==> src/rtl/bin_to_bcd_seq.sv <==
// bin_to_bcd_seq: sequential double-dabble binary-to-BCD converter, one bit per clock
module bin_to_bcd_seq #(
  parameter int W = 8,
  parameter int DIGITS = 3
) (
  input  logic                clk,
  input  logic                resetn,
  input  logic                start,
  input  logic [W-1:0]        bin,
  output logic                busy,
  output logic                done,
  output logic [4*DIGITS-1:0] bcd,
  output logic                overflow
);
  localparam int CW = $clog2(W + 1);
  localparam int BW = 4 * DIGITS;
  if (W < 4 || W > 16 || DIGITS < 1 || DIGITS > 5) begin : g_bad_params
    $error("bin_to_bcd_seq: W must be 4..16 and DIGITS 1..5");
  end
  typedef enum logic {IDLE, SHIFT} state_t;
  state_t        state;
  logic [W-1:0]  shreg;
  logic [BW-1:0] scratch, corr, nxt;
  logic [CW-1:0] cnt;
  logic          ovf_acc, carry;
  always_comb begin
    corr = scratch;
    for (int i = 0; i < DIGITS; i++)
      corr[4*i+:4] = scratch[4*i+:4] >= 4'd5 ? scratch[4*i+:4] + 4'd3 : scratch[4*i+:4];
  end
  // the bit leaving the top digit is worth 10^DIGITS, so dropping it yields bin mod 10^DIGITS
  assign carry = corr[BW-1];
  assign nxt = {corr[BW-2:0], shreg[W-1]};
  always_ff @(posedge clk) begin
    if (!resetn) begin
      state    <= IDLE;
      shreg    <= '0;
      scratch  <= '0;
      cnt      <= '0;
      ovf_acc  <= 1'b0;
      busy     <= 1'b0;
      done     <= 1'b0;
      bcd      <= '0;
      overflow <= 1'b0;
    end else begin
      done <= 1'b0;
      if (state == IDLE) begin
        if (start) begin
          shreg   <= bin;
          scratch <= '0;
          cnt     <= CW'(W);
          ovf_acc <= 1'b0;
          busy    <= 1'b1;
          state   <= SHIFT;
        end
      end else begin
        shreg   <= shreg << 1;
        scratch <= nxt;
        ovf_acc <= ovf_acc | carry;
        cnt     <= cnt - CW'(1);
        if (cnt == CW'(1)) begin
          bcd      <= nxt;
          overflow <= ovf_acc | carry;
          done     <= 1'b1;
          busy     <= 1'b0;
          state    <= IDLE;
        end
      end
    end
  end
endmodule

==> config.mk <==
export PLATFORM = sky130hd
export DESIGN_NAME = bin_to_bcd_seq
export DESIGN_NICKNAME = d
export VERILOG_FILES = /design/src/rtl/bin_to_bcd_seq.sv
export SDC_FILE = /design/constraint.sdc
export NUM_CORES = 1
export LEC_CHECK = 0
export CORE_MARGIN = 4
export CORE_UTILIZATION = 51
export CTS_BUF_LIST = sky130_fd_sc_hd__clkbuf_8
export CTS_CLUSTER_SIZE = 10
export DETAILED_ROUTE_END_ITERATION = 12
export HOLD_SLACK_MARGIN = 0.12
export PLACE_DENSITY = 0.8
export SYNTH_ARGS = -nofsm -noshare
export SYNTH_HDL_FRONTEND = slang
export SYNTH_SLANG_ARGS = --single-unit
==> constraint.sdc <==
create_clock -name clk -period 1.5 [get_ports clk]
set_input_delay 0.3 -clock clk [delete_from_list [all_inputs] [get_ports clk]]
set_output_delay 0.3 -clock clk [all_outputs]
set_load 0.02 [all_outputs]
==> results of run 1 <==
## worst max-delay path: stages, from the launching register on
cell and delay (ns):
dfxtp_1 0.36, inv_2 0.07, ha_2 0.17, nor2b_2 0.15, o21ba_2 0.22, mux2_4 0.31, o32ai_2 0.09
## kinds of logic (layout without fill, tap and decap cells)
group / Yosys count / in the layout / share of synthesized area, %
simple gates: 61 / 61 / 18.1
compound gates: 54 / 54 / 17.9
flops: 41 / 41 / 44.0
buf+inv: 23 / 74 / 5.77
mux: 13 / 13 / 7.45
fa+ha+maj: 8 / 8 / 5.37
xor+xnor: 3 / 3 / 1.41
## registers in the layout (all words and copies together), names as in the netlist
name and count:
bcd 12, scratch 12, shreg 8, cnt 4, busy 1, done 1, overflow 1, ovf_acc 1
state 1
## power by group through the flow
stage / Sequential [mW] / Combinational [mW] / Clock (mW)
finish: 1.13 / 0.236 / 0.799
floorplan: 1.16 / 0.132 / 0
detailed placement: 1.16 / 0.238 / 0
CTS: 1.13 / 0.237 / 0.829
global placement: 1.16 / 0.231 / 0
global route: 1.14 / 0.261 / 0.858
## area by class of cell
cell class                 instances  area [um^2]  area share (%)
inverter                          12         45.0            1.82
sequential                        41          823            33.3
clock buffer                       7         96.3            3.90
timing repair buffer              54          462            18.7
tap                               46         57.6            2.33
multi-input combinational        139          983            39.8
clock inverter                     1         5.00           0.202
## synthesized netlist by cell type, drive strengths merged (4+ instances only)
cell / number
inv: 12
and2: 8
mux2i: 9
mux2: 4
clkbuf: 5
nor3b: 8
ha: 8
nor3: 4
buf: 6
o32ai: 8
nand2: 23
nor2b: 8
o21ai: 27
nand3: 4
a21oi: 9
dfxtp: 41
## cells in the final DEF (no fill, tap or decap), types with 2 or more instances in the layout
cell type / count
a21oi_2: 2
ha_1: 7
dlygate4sd2_1: 15
nor2b_1: 6
inv_1: 9
xnor2_1: 2
buf_4: 28
clkdlybuf4s50_1: 10
dfxtp_1: 39
a21boi_0: 3
nand2b_1: 2
nor2_1: 2
and2_1: 8
mux2i_1: 9
nor3b_1: 7
o21a_1: 2
o21ai_1: 2
nand3_1: 4
dfxtp_2: 2
nor3_1: 4
a21oi_1: 7
mux2_4: 3
clkbuf_8: 7
o32ai_1: 7
o21ai_0: 24
nand2_1: 23
inv_2: 3
## worst max-delay path by stage
| stage | from | endpoint | slack [ns] | cells past startpoint |
|---|---|---|---|---|
| floorplan | scratch[8] | scratch[10] | 0.05 | 6 |
| global placement | resetn | scratch[9] | -0.02 | 4 |
| detailed placement | start | scratch[3] | -0.06 | 6 |
| CTS | scratch[9] | scratch[10] | 0.006 | 6 |
| global route | scratch[9] | scratch[9] | -0.04 | 6 |
| finish | scratch[9] | scratch[10] | 0.05 | 6 |
## layer usage
layer | part of all wire (%) | GRT usage, %
met1 | 48 | 22.1
met2 | 47 | 30.9
met3 | 3.9 | 4.76
met4 | 1.5 | 10.4
met5 | 0 | 0
## what timing repair did
item | CTS | global route
gates resized for setup | 17 | 15
endpoints found under the setup margin | 18 | 11
pin swaps | 0 | 2
cloned | 0 | 0
## per-stage QoR
step	cells	utilization, %	power, mW	hold slack (ns)	cell area (um^2)
floorplan	203	-	1.29	0.446	1860
global placement	292	68.0	1.39	0.435	2340
detailed placement	292	68.0	1.40	0.441	2340
finish	300	71.8	2.17	0.446	2470
CTS	300	70.5	2.20	0.456	2430
global route	300	71.8	2.26	0.470	2470
==> qor.yml, run 1 <==
power_and_ir_drop:
  intPower_mw: 1.66
  powerDensity_mw_per_mm2: 878
  sw_frac_of_total_pct: 23.4
  total_leakage_power_nw: 1.02
  peakVddDrop_v: 0.000874
  p_sw_uw: 509
  pwr-share-clk_pct: 36.8
  p_comb_share_pct: 10.9
  p_seq_share_pct: 52.3
setup_path:
  r2r-end: "scratch[10]"
  r2r_setup_slack_ns: 0.05
  crit_fanout: 4
  cp-start-kind: "flip-flop"
  cp.required_ns: 1.72
  r2r_start: "scratch[9]"
  rr_worst_depth: 6
  endpoint_kind: "flip-flop"
  cp.arrival_ns: 1.66
  critPathKind: "reg2reg"
detailed_routing:
  via_count: 1581
  post-route-drc-count: 0
  drt-total-wl_um: 3900
  wl_per_cell_um: 13.0
  vias_per_cell: 5.27
  drtAntennaViolNets: 0
  drtPass1Iterations: 4
  drt_iter0_markers: 87
placed_design:
  place_ws_ns: -0.0636
  io_buffers: 25
  gp_congestion: 0.781
  hpwlAfterDp_um: 2820
global_routing:
  grt_max_degree: 25
  grt_overflow: 0
  antenna_found_initial: 0
  grt_pass1_wl_um: 6520
  track_usage_pct: 18.8
  grt_pass1_vias: 1513
outcome:
  outcome: "complete, no violations"
hold_path:
  min_path_cells: 2
  hold_end: "bcd[6]"
  hold_path_startpoint: "bcd[6]"
  hold_path_class: "reg2reg"
sta:
  relSlewSlack_pct: 79.2
  timing.fmax_ghz: 0.691
  worstMarginPinSlew_ns: 0.309
  worst_slack_ns: 0.0531
  slew_viol_final: 0
  min_period_ns: 1.45
  finalHoldViolations: 0
  finalClockSkew_ns: 0.00468
  setup_tns_ns: 0
  setup_viol: 0
  post-route-period-util_pct: 96.5
floorplanning:
  dieWidth_um: 68.5
  start_util_pct: 54.2
  dieArea_mm2: 0.00469
  fp.coreArea_mm2: 0.00344
  pin_count: 26
  chipHeight_um: 68.5
  rows: 21
yosys:
  syn_area_per_cell_um2: 9.18
  yosysWarnings: 0
  async_reset_ff_share_pct: 0
  synth_seq_cells: 41
  synth_area_mm2: 0.00186
  synthCells: 203
  ys_top_cells_by_area: "dfxtp_1, o21ai_0, ha_1, mux2i_1, nand2_1"
  synth.top_cell.area_share_pct: 44.0
  synth_edf_count: 0
  synth_cell_types: 33
  yosysTopAreaCell: "dfxtp_1"
  yosys_most_used_dff: "dfxtp_1"
  postSynthNetCount: 222
  ys_seq_area_share_pct: 44.0
cts:
  clk_pin_slew_worst_paths_ns: 0.08
  cts_buffer_depth: 2
  cts_tree: "yes"
  post_cts_buffers: 0
  root_buffer: "clkbuf_8"
  htree_levels: 2
  clk_latency_ns: 0.30
  clock_sinks: 41
  hold_buffers: 0
  cts_buffers: 5
finish:
  num_antenna_cells: 0
  nets: 272
  area_delta_synth_final_pct: 32.6
  num-fill-cells: 280
  drive_gt1_share_pct: 22.8
flow_run:
  maxCapViolations: 0
Note: power is estimated with default switching activity, not from simulation.
==> run 2, diff against run 1 <==
--- a/config.mk
+++ b/config.mk
@@ -6,4 +6,5 @@
 export NUM_CORES = 1
 export LEC_CHECK = 0
+export ABC_AREA = 1
 export CORE_MARGIN = 4
 export CORE_UTILIZATION = 51
==> constraint.sdc (replaced) <==
create_clock -name clk -period 1.5 [get_ports clk]
set_input_delay 0.15 -clock clk [delete_from_list [all_inputs] [get_ports clk]]
set_output_delay 0.15 -clock clk [all_outputs]
set_load 0.02 [all_outputs]
==> run 2 against run 1 <==
Effect of this change:
- wire length up 0.33%
- synthesized cell count up 32%
- via count up 8.5%
- die area up 3.8%
- utilization down 7.9 points
- flip-flop and latch count unchanged
- cell count up 15%
- hold slack worse by 0.0016 ns
- sequential power about the same
- non-clock buffer count down 24
- first-iteration DRC count up 41%
- largest power group unchanged
- highest routed layer unchanged
==> qor.yml, run 2 <==
power_and_ir_drop:
  peakVddDrop_v: 0.000525  # -40%
  total_leakage_power_nw: 1.03  # +1.4%
  total_power_mw: 2.25  # +3.7%
  powerDensity_mw_per_mm2: 962  # +9.6%
yosys:
  synthCells: 268  # +32%
  yosys_most_used_dff: "dfxtp_1"
  ys_top_cells_by_area: "dfxtp_1, nand2_1, nand3_1, inv_1, ha_1"
  synth_edf_count: 0  # unchanged
  yosysWarnings: 0  # unchanged
  synth_common_cells: "nand2_1, dfxtp_1, inv_1, nand3_1, a21oi_1"
  postSynthNetCount: 287  # +29%
  synth.top_cell.area_share_pct: 42.2  # -1.8 points
  ys_seq_area_share_pct: 42.2  # -1.8 points
  yosysTopAreaCell: "dfxtp_1"
  yosysMostFrequentCell: "nand2_1"
  async_reset_ff_share_pct: 0  # unchanged
  synth_area_mm2: 0.00194  # +4.3%
  synth_cell_types: 26  # -21%
  syn_area_per_cell_um2: 7.26  # -21%
  synth_seq_cells: 41  # unchanged
global_routing:
  grt_use_met3_pct: 4.64  # -0.12 points
  track_usage_pct: 17.1  # -1.7 points
  grt_pass1_wl_um: 6850  # +5.1%
  use_met1_pct: 20.1  # -2.0 points
  top_usage_layer: "met2"
  grt_overflow: 0  # unchanged
  antenna_found_initial: 0  # unchanged
  grt_pass1_vias: 1653  # +9.3%
  met2_usage_pct: 29.1  # -1.7 points
  grt_max_degree: 25  # unchanged
detailed_routing:
  drt_iter0_markers: 123  # +41%
  drtAntennaViolNets: 0  # unchanged
  via_count: 1715  # +8.5%
  wl_per_cell_um: 11.4  # -12%
  vias_per_cell: 4.99  # -5.4%
  post-route-drc-count: 0  # unchanged
  drtPass1Iterations: 4  # unchanged
  drt-total-wl_um: 3910  # +0.33%
finish:
  reg_top3: "bcd (12), scratch (12), shreg (8)"
  multi_input_area_um2: 932  # -5.2%
  num_antenna_cells: 0  # unchanged
  final_cell_mix: "nand2_1, dfxtp_1, inv_1, clkdlybuf4s50_1, nand3_1"
  num-fill-cells: 335  # +20%
  seqCellArea_um2: 823  # unchanged
  drive_gt1_share_pct: 8.45  # -14 points
  final_common_cell: "nand2_1"
  nets: 314  # +15%
  area_delta_synth_final_pct: 20.3
sta:
  hold-worst-slack_ns: 0.444  # -0.00158 ns
  worstMarginPinSlew_ns: 0.356  # +0.0470 ns
  setup_tns_ns: 0  # unchanged
  timing.fmax_ghz: 0.708  # +2.4%
  post-route-period-util_pct: 94.2  # -2.2 points
  min_period_ns: 1.41  # -0.0337 ns
  relSlewSlack_pct: 76.2  # -3.0 points
  rsz0062_at_grt: "false"
  finalClockSkew_ns: 0.00637  # +0.00168 ns
  slew_viol_final: 0  # unchanged
  setup_viol: 0  # unchanged
  finalHoldViolations: 0  # unchanged
floorplanning:
  fp.coreArea_mm2: 0.00366  # +6.4%
  dieArea_mm2: 0.00486  # +3.8%
  start_util_pct: 53.1  # -1.1 points
  rows: 22  # +4.8%
  chipHeight_um: 69.7  # +1.9%
  pin_count: 26  # unchanged
  dieWidth_um: 69.7  # +1.9%
cts:
  root_buffer: "clkbuf_8"
  cts_buffer_depth: 2  # unchanged
  clk_pin_slew_worst_paths_ns: 0.09  # about the same
  cts_buffers: 5  # unchanged
  clk_latency_ns: 0.30  # about the same
  cts_tree: "yes"
  htree_levels: 2  # unchanged
  hold_buffers: 0  # unchanged
  clock_sinks: 41  # unchanged
outcome:
  outcome: "complete, no violations"
setup_path:
  r2r_setup_slack_ns: 0.17  # +0.12 ns
  crit_fanout: 2  # -2
  cp.required_ns: 1.35  # -0.37 ns
  crit_chain: "clkdlybuf4s50_1"
  cp-start-kind: "flip-flop"
  path_buf_inv: 1  # unchanged
  cp.arrival_ns: 1.26  # -0.40 ns
  endpoint_kind: "output port"
  critPathKind: "reg2out"
  crit_slowest_cell: "clkdlybuf4s50_1"
  cp_top_family: "buffers and inverters"
  slowest_delay_ns: 0.61  # +0.25 ns
placed_design:
  io_buffers: 25  # unchanged
  hpwlAfterDp_um: 2610  # -7.3%
  gp_congestion: 0.816  # +4.5%
flow_run:
  maxCapViolations: 0  # unchanged
hold_path:
  hold_path_class: "in2reg"
## run 2: routing by layer
metal  vias to the layer above  part of all wire [%]
li1                        908                     -
met5                         -                     0
met2                        38                    47
met4                         0                   1.6
met1                       762                    46
met3                         7                   5.4
## run 2: layout make-up
class                      instances  share of cell area [%]
sequential                        41                    35.2
clock inverter                     3                    1.98
multi-input combinational        186                    39.8
inverter                          31                    5.19
timing repair buffer              30                    12.3
clock buffer                       5                    2.94
tap                               48                    2.57
## run 2: power breakdown
part,switching (mW),internal (mW),leakage (nW),total (mW)
clock,0.409,0.498,0.0543,0.907
sequential,0.0195,1.12,0.334,1.14
combinational,0.125,0.0829,0.646,0.207
total,0.553,1.70,1.03,2.25
## run 2: cell families after synthesis
logic type | count (synthesis) | synth area share (%)
AND/OR/NAND/NOR | 138 | 31.3
multiplexers | 1 | 0.515
flip-flops | 41 | 42.2
buffers and inverters | 41 | 10.1
AO/OA/AOI/OAI | 39 | 10.7
adder cells (fa/ha/maj) | 8 | 5.15
## run 2: through the flow
stage	setup slack (ns)	cells	area [um^2]	util, %
floorplan	0.275	268	1940	-
global placement	0.115	336	2220	60.6
detailed placement	0.107	336	2220	60.6
CTS	0.0711	344	2330	63.7
global route	0.0248	344	2340	63.9
finish	0.0869	344	2340	63.9
## run 2: timing repair
action,in CTS,in global routing
gates resized for setup,0,4
endpoints found under the setup margin,0,5
buffers inserted,0,0
## run 2: final timing paths
check	cells after the start	startpoint	endpoint
hold / removal	3	bin[0]	shreg[0]
setup / recovery	1	overflow	overflow
hold reg to reg	2	bcd[3]	bcd[3]
setup reg to reg	7	scratch[4]	scratch[8]
